## src/rtl/manchester_rx_ctrl.sv

```systemverilog
// Receive-side Manchester frame controller: hunts the sync word, packs 16 chips per word for the
// external decoder, validates chip pairs and emits length-prefixed frames as a valid/ready stream.
module manchester_rx_ctrl #(
    parameter logic [15:0] SYNC_WORD = 16'hFF00,
    parameter int unsigned TIMEOUT   = 1024
) (
    input  logic        clk,
    input  logic        rst_n,
    input  logic        enable,
    input  logic        chip_in,
    input  logic        chip_valid,
    output logic [15:0] dec_din,
    input  logic [7:0]  dec_dout,
    output logic [7:0]  byte_out,
    output logic        byte_valid,
    input  logic        byte_ready,
    output logic [7:0]  frame_len,
    output logic        frame_done,
    output logic        code_err,
    output logic        ovf_err,
    output logic        timeout_err,
    output logic        busy
);

    localparam int unsigned CntW = $clog2(TIMEOUT + 1);

    typedef enum logic [1:0] {
        StHunt,
        StLen,
        StPayload
    } state_e;

    state_e            r_state;
    state_e            w_state_d;
    logic [15:0]       r_shreg;
    logic [15:0]       w_shreg_d;
    logic [3:0]        r_chip_cnt;
    logic [3:0]        w_chip_cnt_d;
    logic [15:0]       r_word_q;
    logic [15:0]       w_word_q_d;
    logic              r_word_rdy;
    logic              w_word_rdy_d;
    logic [CntW-1:0]   r_idle_cnt;
    logic [CntW-1:0]   w_idle_cnt_d;
    logic [7:0]        r_remaining;
    logic [7:0]        w_remaining_d;
    logic [7:0]        r_frame_len;
    logic [7:0]        w_frame_len_d;
    logic [7:0]        r_byte_out;
    logic [7:0]        w_byte_out_d;
    logic              r_byte_valid;
    logic              w_byte_valid_d;
    logic              r_frame_done;
    logic              w_frame_done_d;
    logic              r_code_err;
    logic              w_code_err_d;
    logic              r_ovf_err;
    logic              w_ovf_err_d;
    logic              r_timeout_err;
    logic              w_timeout_err_d;

    logic [15:0]       w_shreg_nxt;
    logic              w_pair_err;
    logic              w_to_hunt;

    assign w_shreg_nxt = {r_shreg[14:0], chip_in};

    // A valid Manchester pair always has differing chips; 00 or 11 anywhere rejects the word.
    always_comb begin
        w_pair_err = 1'b0;
        for (int i = 0; i < 8; i++) begin
            if (r_word_q[2*i+1] == r_word_q[2*i]) begin
                w_pair_err = 1'b1;
            end
        end
    end

    always_comb begin
        w_state_d       = r_state;
        w_shreg_d       = r_shreg;
        w_chip_cnt_d    = r_chip_cnt;
        w_word_q_d      = r_word_q;
        w_word_rdy_d    = 1'b0;
        w_idle_cnt_d    = r_idle_cnt;
        w_remaining_d   = r_remaining;
        w_frame_len_d   = r_frame_len;
        w_byte_out_d    = r_byte_out;
        w_byte_valid_d  = r_byte_valid & ~byte_ready;
        w_frame_done_d  = 1'b0;
        w_code_err_d    = 1'b0;
        w_ovf_err_d     = 1'b0;
        w_timeout_err_d = 1'b0;
        w_to_hunt       = 1'b0;

        if (!enable) begin
            w_state_d      = StHunt;
            w_shreg_d      = '0;
            w_chip_cnt_d   = '0;
            w_idle_cnt_d   = '0;
            w_remaining_d  = '0;
            w_byte_valid_d = 1'b0;
        end else begin
            unique case (r_state)
                StHunt: begin
                    if (chip_valid) begin
                        w_shreg_d = w_shreg_nxt;
                        if (w_shreg_nxt == SYNC_WORD) begin
                            w_state_d    = StLen;
                            w_chip_cnt_d = '0;
                            w_idle_cnt_d = '0;
                        end
                    end
                end

                default: begin
                    if (chip_valid) begin
                        w_shreg_d    = w_shreg_nxt;
                        w_idle_cnt_d = '0;
                        w_chip_cnt_d = r_chip_cnt + 4'd1;
                        if (r_chip_cnt == 4'd15) begin
                            w_word_q_d   = w_shreg_nxt;
                            w_word_rdy_d = 1'b1;
                        end
                    end else if (r_idle_cnt == CntW'(TIMEOUT - 1)) begin
                        w_timeout_err_d = 1'b1;
                        w_to_hunt       = 1'b1;
                    end else begin
                        w_idle_cnt_d = r_idle_cnt + 1'b1;
                    end

                    if (r_word_rdy) begin
                        if (w_pair_err) begin
                            w_code_err_d = 1'b1;
                            w_to_hunt    = 1'b1;
                        end else if (r_state == StLen) begin
                            // The length byte only sets up the frame; it never reaches byte_out.
                            w_frame_len_d = dec_dout;
                            w_remaining_d = dec_dout;
                            if (dec_dout == 8'd0) begin
                                w_frame_done_d = 1'b1;
                                w_to_hunt      = 1'b1;
                            end else begin
                                w_state_d = StPayload;
                            end
                        end else if (r_byte_valid && !byte_ready) begin
                            w_ovf_err_d = 1'b1;
                            w_to_hunt   = 1'b1;
                        end else begin
                            w_byte_out_d   = dec_dout;
                            w_byte_valid_d = 1'b1;
                            w_remaining_d  = r_remaining - 8'd1;
                            if (r_remaining == 8'd1) begin
                                w_frame_done_d = 1'b1;
                                w_to_hunt      = 1'b1;
                            end
                        end
                    end

                    // Any exit restarts the sync search from an empty shift register.
                    if (w_to_hunt) begin
                        w_state_d     = StHunt;
                        w_shreg_d     = '0;
                        w_chip_cnt_d  = '0;
                        w_idle_cnt_d  = '0;
                        w_remaining_d = '0;
                        w_word_rdy_d  = 1'b0;
                    end
                end
            endcase
        end
    end

    always_ff @(posedge clk or negedge rst_n) begin
        if (!rst_n) begin
            r_state       <= StHunt;
            r_shreg       <= '0;
            r_chip_cnt    <= '0;
            r_word_q      <= '0;
            r_word_rdy    <= 1'b0;
            r_idle_cnt    <= '0;
            r_remaining   <= '0;
            r_frame_len   <= '0;
            r_byte_out    <= '0;
            r_byte_valid  <= 1'b0;
            r_frame_done  <= 1'b0;
            r_code_err    <= 1'b0;
            r_ovf_err     <= 1'b0;
            r_timeout_err <= 1'b0;
        end else begin
            r_state       <= w_state_d;
            r_shreg       <= w_shreg_d;
            r_chip_cnt    <= w_chip_cnt_d;
            r_word_q      <= w_word_q_d;
            r_word_rdy    <= w_word_rdy_d;
            r_idle_cnt    <= w_idle_cnt_d;
            r_remaining   <= w_remaining_d;
            r_frame_len   <= w_frame_len_d;
            r_byte_out    <= w_byte_out_d;
            r_byte_valid  <= w_byte_valid_d;
            r_frame_done  <= w_frame_done_d;
            r_code_err    <= w_code_err_d;
            r_ovf_err     <= w_ovf_err_d;
            r_timeout_err <= w_timeout_err_d;
        end
    end

    assign dec_din     = r_word_q;
    assign byte_out    = r_byte_out;
    assign byte_valid  = r_byte_valid;
    assign frame_len   = r_frame_len;
    assign frame_done  = r_frame_done;
    assign code_err    = r_code_err;
    assign ovf_err     = r_ovf_err;
    assign timeout_err = r_timeout_err;
    assign busy        = (r_state != StHunt);

endmodule

```

## config.mk

```make
export PLATFORM = sky130hd
export DESIGN_NAME = manchester_rx_ctrl
export DESIGN_NICKNAME = d
export VERILOG_FILES = /design/src/rtl/manchester_rx_ctrl.sv
export SDC_FILE = /design/constraint.sdc
export NUM_CORES = 1
export LEC_CHECK = 0
export ABC_AREA = 1
export CAP_MARGIN = 20
export CORE_MARGIN = 2
export CORE_UTILIZATION = 45
export DETAILED_ROUTE_END_ITERATION = 8
export PLACE_DENSITY_LB_ADDON = 0.05
export SETUP_SLACK_MARGIN = 0.5
export SYNTH_ARGS = -nofsm -noshare
export SYNTH_HDL_FRONTEND = slang
export SYNTH_SLANG_ARGS = --single-unit
```

## constraint.sdc

```tcl
create_clock -name clk -period 1.8 [get_ports clk]
set_input_delay 0.36 -clock clk [delete_from_list [all_inputs] [get_ports clk]]
set_output_delay 0.36 -clock clk [all_outputs]
set_load 0.005 [all_outputs]
```

======== After elaboration in Yosys (flattened, before gate mapping) ========
Cells that the tools add are included.
word-level totals
  bits of input ports ..................... 14
  logic and storage cells ................. 142
  register bits ........................... 79
operators by class
  bitwise logic cells ..................... 6
  add/sub/neg operators ................... 3
  reduce and logical (&&, ||, !) cells .... 12
  equality and inequality tests ........... 25
  mux-type cells .......................... 82
operator list
  kind                   number
  $mux 11                7
  $mux 16                4
  $mux 8                 7
  $mux 1                 49
  $mux 4                 6
  $mux 2                 9
  $eq 16x16->1 const B   1
  $reduce_and 6->1       2
  $add 11x1->11 const B  1
  $eq 11x10->1 const B   1
  $eq 1x1->1             8
  $eq 8x1->1 const B     1
  $logic_not 8->1        1
  $ne 4x1->1 const B     2
  $ne 4x2->1 const B     2
  $ne 4x3->1 const B     2
  $reduce_and 4->1       2
  $sub 8x1->8 const B    1
  $ne 3x1->1 const B     2
  $ne 3x3->1 const B     2
  $reduce_and 3->1       2
  $not 1->1              5
  $reduce_and 5->1       1
  $add 4x1->4 const B    1
  9 further kinds        9

======== Logic depth before layout (Yosys ltp) ========
  depth after elaboration ................. 16
  depth in mapped cells ................... 14
  gate-level depth less buffers ........... 14

======== Least setup slack after synthesis ========
No wires, ideal clock.
  kind .................................... flip-flop to flip-flop
  start ................................... reg r_idle_cnt[0]
  end ..................................... reg r_shreg[11]
  library setup time ...................... 0.122 ns
  arrival ................................. 1.540 ns
  path slack .............................. 0.138 ns
  buffers on the path ..................... 1
  cell stages (with the launch flop) ...... 12
  cells stage by stage .................... dfrtp_1 > ha_1 > nand3_2 > nor3_4 > nand2_2 > nor2_4 > nand2_4 > nand2_4 > o21ai_2 > inv_2 > buf_6 > nor2_2
between the ends
  word-level cells in the longest chain between the ends .. 13
  elaborated cells between the ends (all ways) .. 14
  those cells by class .................... eq/ne: 1; mux: 13
RTL lines
  element                   RTL line  text
  start: declaration        43        logic [CntW-1:0] r_idle_cnt;
  start signal: assignment  195       r_idle_cnt <= w_idle_cnt_d;
  $eq 11x10->1 (*)          124       end else if (r_idle_cnt == CntW'(TIMEOUT - 1)) begin
  $mux 1 (*)                124
  $mux 1 (*)                116       if (chip_valid) begin
  $mux 1                    152       if (r_remaining == 8'd1) begin
  $mux 1                    145       end else if (r_byte_valid && !byte_ready) begin
  $mux 1                    135       end else if (r_state == StLen) begin
  $mux 1                    132       if (w_pair_err) begin
  $mux 1 (*)                131       if (r_word_rdy) begin
  $mux 1 (*)                103       unique case (r_state)
  $mux 1 (*)                95        if (!enable) begin
  $mux 16 (*)               160       if (w_to_hunt) begin
  $mux 16 (*)               103
  $mux 16 (*)               95
  via w_shreg_d[11]         36        logic [15:0] w_shreg_d;
  end signal: assignment    191       r_shreg <= w_shreg_d;
  end: declaration          35        logic [15:0] r_shreg;
The timed path passes the listed nets; every way through them passes the cells marked *. The select of a mux whose other input is x is not followed.
A chain may end at the register's enable or synchronous reset.

======== Final worst setup path ========
  start ................................... reg r_remaining[0]
  end ..................................... reg r_remaining[7]
between the ends
  word-level cells in the longest chain between the ends .. 11
  elaborated cells between the ends (all ways) .. 20
  those cells by class .................... add/sub: 1; eq/ne: 4; mux: 14; reduce/logical: 1
RTL lines
  element                   RTL line  text
  start: declaration        45        logic [7:0] r_remaining;
  start signal: assignment  196       r_remaining <= w_remaining_d;
  $eq 8x1->1                152
  $mux 1                    152
  $mux 1                    145
  $mux 1                    135
  $mux 1                    132
  $mux 1                    131
  $mux 1                    103
  $mux 1                    95
  $mux 8                    160
  $mux 8                    103
  $mux 8                    95
Parallel ways exist; a longest one is shown, timed or not. The select of a mux whose other input is x is not followed.

==> reports/qor.log <==
INFO  synth          synth.yosys.seq_area_share=0.5016
INFO  clocking       cts_tree=yes
INFO  synth          async_reset_ff_frac=1.000
INFO  timing         hold_violations=0
INFO  final_layout   syn_to_final_growth=48.97%
INFO  timing         finalWorstPathRequiredPeriod=1712ps
INFO  final_layout   layout-drive-gt1-share=0.3856
INFO  floorplan      dieWidth=96.99um
INFO  placed_design  numPortBuffers=51
INFO  clocking       ctsHtreeMaxLevel=3
INFO  routing        number_of_antenna_violating_nets_in_the_routed_design=0
INFO  worst_setup_path cp_data_arrival_time=2000ps
INFO  timing         layout_worst_path_cycle_share=0.9510
INFO  clocking       numClockSinks=78
INFO  synth          dominant_combinational_cell_family_by_area_after_synthesis=simple AND/OR/NAND/NOR gates
INFO  floorplan      fp.dieArea=9407um2
INFO  routing        wl=10650um
INFO  global_route   first_global_vias=3521
INFO  timing         slew-limit-headroom=0.7820
INFO  final_layout   layout.cells.most_common_list=114 x sky130_fd_sc_hd__nand2_1, 78 x sky130_fd_sc_hd__dfrtp_1, 71 x sky130_fd_sc_hd__buf_4
INFO  global_route   grt_util_overall=0.2284
INFO  worst_setup_path cp_num_buf_inv=2
INFO  worst_setup_path timing.critical_path.max_delay_family=simple AND/OR/NAND/NOR gates
INFO  routing        vias_per_cell=4.939
INFO  placed_design  hpwlAfterDp=6749um
INFO  synth          synthesis.nets=505
INFO  final_layout   layout_commonest_cell=sky130_fd_sc_hd__nand2_1
INFO  synth          synth_enable_flop_cells=0
INFO  global_route   grt_first_pass_wirelength=17350um
INFO  final_layout   stdcell_count=743
INFO  timing         maxClockFrequency=584.2MHz
INFO  floorplan      initial_utilization=0.4689
INFO  timing         fin_tns_setup=0ps
INFO  synth          yosys_warnings=0
INFO  synth          synth_xor_area_frac=0.02926
INFO  final_layout   final_layout_net_count=651
INFO  synth          ys_ff_latch=78
INFO  synth          postSynthAreaPerCell=7.990um2
INFO  routing        wl_per_cell=14.33um
INFO  global_route   antenna_found_initial=0
INFO  global_route   grt-ovfl-total=0
INFO  worst_setup_path critPathCaptureType=flop
INFO  global_route   grt_max_degree=46
INFO  worst_hold_path worst_hold_path_type=input port to async pin
INFO  clocking       clock_insertion_delay_worst_skew=350ps
INFO  synth          number_of_different_library_cells_in_the_post_synthesis_netlist=31
INFO  power          max_rail_drop_vdd=514.7uV
INFO  worst_setup_path crit_path_max_incr_delay=420ps
INFO  synth          synth_adder_area_share=0.01286
INFO  timing         worst_slew_pin_slew=327.0ps
INFO  power          cellPowerDensity=979.7nW/um2
INFO  timing         maxSlewViolCount=0
INFO  routing        detail_route.first_pass.iterations=4
INFO  placed_design  routabilityCongestion=0.8648
INFO  synth          synth_compound_gate_area_share=0.1006
INFO  power          power.leakage=2.876nW
INFO  floorplan      placement_rows=33
INFO  final_layout   n_antenna_cell=0
INFO  placed_design  numPlacedInstances=672
INFO  worst_setup_path critical_path.startpoint_type=flop
INFO  worst_setup_path setup.worst_path.class=flop to flop
INFO  synth          postSynth.topFlopCell=sky130_fd_sc_hd__dfrtp_1
INFO  timing         setup_viol=0
INFO  routing        drc=0
INFO  final_layout   fillCellCount=652
INFO  timing         hold_slack=436.1ps
INFO  routing        routed-via-count=3670
INFO  clocking       cts_root_cell=sky130_fd_sc_hd__clkbuf_8
INFO  clocking       clk_path_buf_depth=2
INFO  clocking       cts.reportedPaths.clkPinSlew=90ps
INFO  routing        drt_first_iter_violations=137
INFO  worst_setup_path timing.critical_path.fanout_max=3
INFO  flow_run       max_cap_check_violation_count=0
INFO  synth          syn-instance-count=487
INFO  timing         timing.clock.skew=7.738ps
INFO  synth          post_synth_mux_area_share=0
INFO  floorplan      io-pin-count=52
INFO  worst_setup_path critical_path.cell_chain=buf_4 > inv_2 > nand2_1 > nor2_1 > nand3_1 > xor2_1 > o21ai_0 > nand3_1 > nand2_1
INFO  worst_setup_path required=2090ps
INFO  outcome        status=finished clean
INFO  worst_setup_path crit_slowest_cell=sky130_fd_sc_hd__dfrtp_1
INFO  clocking       cts_inserted_buffers=9
INFO  floorplan      floorplan.die.height=96.99um
INFO  timing         grt_setup_unrepaired=yes
INFO  synth          post_synth_and_or_nand_nor_area_fraction=0.2669
INFO  synth          mappedNetlistArea=3891um2
INFO  floorplan      coreArea=8299um2
-- synth_stat cells (3+ instances only) --
library cell | number | area, um2
sky130_fd_sc_hd__a21oi_1 | 3 | 15.01
sky130_fd_sc_hd__clkbuf_1 | 8 | 30.03
sky130_fd_sc_hd__dfrtp_1 | 78 | 1952
sky130_fd_sc_hd__ha_1 | 4 | 50.05
sky130_fd_sc_hd__inv_1 | 67 | 251.5
sky130_fd_sc_hd__inv_2 | 7 | 26.28
sky130_fd_sc_hd__nand2_1 | 131 | 491.7
sky130_fd_sc_hd__nand2_2 | 4 | 25.02
sky130_fd_sc_hd__nand2_4 | 3 | 33.78
sky130_fd_sc_hd__nand3_1 | 21 | 105.1
sky130_fd_sc_hd__nand4_1 | 10 | 62.56
sky130_fd_sc_hd__nor2_1 | 33 | 123.9
sky130_fd_sc_hd__nor2_2 | 12 | 75.07
sky130_fd_sc_hd__nor2_4 | 3 | 33.78
sky130_fd_sc_hd__nor3_1 | 6 | 30.03
sky130_fd_sc_hd__o21ai_0 | 55 | 275.3
sky130_fd_sc_hd__o21ai_1 | 12 | 60.06
sky130_fd_sc_hd__o22ai_1 | 3 | 18.77
sky130_fd_sc_hd__xor2_1 | 11 | 96.34
-- layer usage --
layer	global-route usage	up-vias	share of wire
li1	-	1835	-
met3	0.03396	11	0.035
met2	0.3825	77	0.51
met4	0.06934	0	0.011
met1	0.3079	1747	0.44
met5	0	-	0
-- final timing paths --
| check | startpoint | to | slack [ps] | cells after the start |
|---|---|---|---|---|
| max in group asynchronous | rst_n | frame_len[0]$_DFFE_PN0P_ | 820 | 3 |
| max reg2reg | r_remaining[0]$_DFFE_PN0P_ | r_remaining[7]$_DFFE_PN0P_ | 90 | 9 |
| min reg2reg | byte_out[1]$_DFFE_PN0P_ | byte_out[1]$_DFFE_PN0P_ | 490 | 2 |
| min | rst_n | frame_len[5]$_DFFE_PN0P_ | 440 | 2 |
| min in group clk | byte_out[1]$_DFFE_PN0P_ | byte_out[1]$_DFFE_PN0P_ | 490 | 2 |
| max | r_remaining[0]$_DFFE_PN0P_ | r_remaining[7]$_DFFE_PN0P_ | 90 | 9 |
-- where the power goes --
group	internal, W	total [W]	switching [W]
Clock	0.000828	0.00150	0.000676
Combinational	0.000917	0.00209	0.00117
Sequential	0.00193	0.00209	0.000154
Total	0.00368	0.00568	0.00200
-- timing repair --
| item | in CTS | in global routing |
|---|---|---|
| pin swaps | 19 | 16 |
| setup endpoints to repair | 115 | 94 |
| hold buffers | 1 | 0 |
| endpoints found under the hold margin | 19 | 0 |
| gates cloned | 8 | 0 |
| gates resized for setup | 192 | 56 |
| buffers inserted | 30 | 16 |
-- cell families after synthesis --
kind of cell	Yosys count
AND/OR/NAND/NOR	229
buffers and inverters	87
flip-flops	78
AO/OA/AOI/OAI	76
XOR/XNOR	13
adder cells (fa/ha/maj)	4
-- final cells by class --
type | count | area (um2) | share of cell area
repair inverters | 1 | 6.256 | 0.001079
clock buffers | 10 | 137.6 | 0.02374
flip-flops and latches | 78 | 1952 | 0.3367
clock inverters | 6 | 93.84 | 0.01619
well taps | 105 | 131.4 | 0.02266
repair buffers | 143 | 1210 | 0.2087
multi-input cells | 325 | 1967 | 0.3393
inverters | 75 | 299.0 | 0.05159
-- flip-flops by register name, indices dropped and copies added (netlist names) --
signal,flops
dec_din,16
r_shreg,15
r_idle_cnt,11
byte_out,8
frame_len,8
r_remaining,8
r_chip_cnt,4
r_state,2
byte_valid,1
code_err,1
frame_done,1
ovf_err,1
r_word_rdy,1
timeout_err,1
-- metrics by stage --
step | cell area (um2) | utilization | setup WS, ps | total power [W]
finish | 5797 | 0.6985 | 88.27 | 0.005679
global route | 5797 | 0.6985 | 4.658 | 0.006036
global placement | 4837 | 0.5828 | -199.3 | 0.003601
detailed placement | 4837 | 0.5828 | -237.4 | 0.003618
floorplan | 3959 | - | 137.6 | 0.003039
CTS | 5513 | 0.6643 | 112.4 | 0.005457
(Power assumes the default switching activity.)
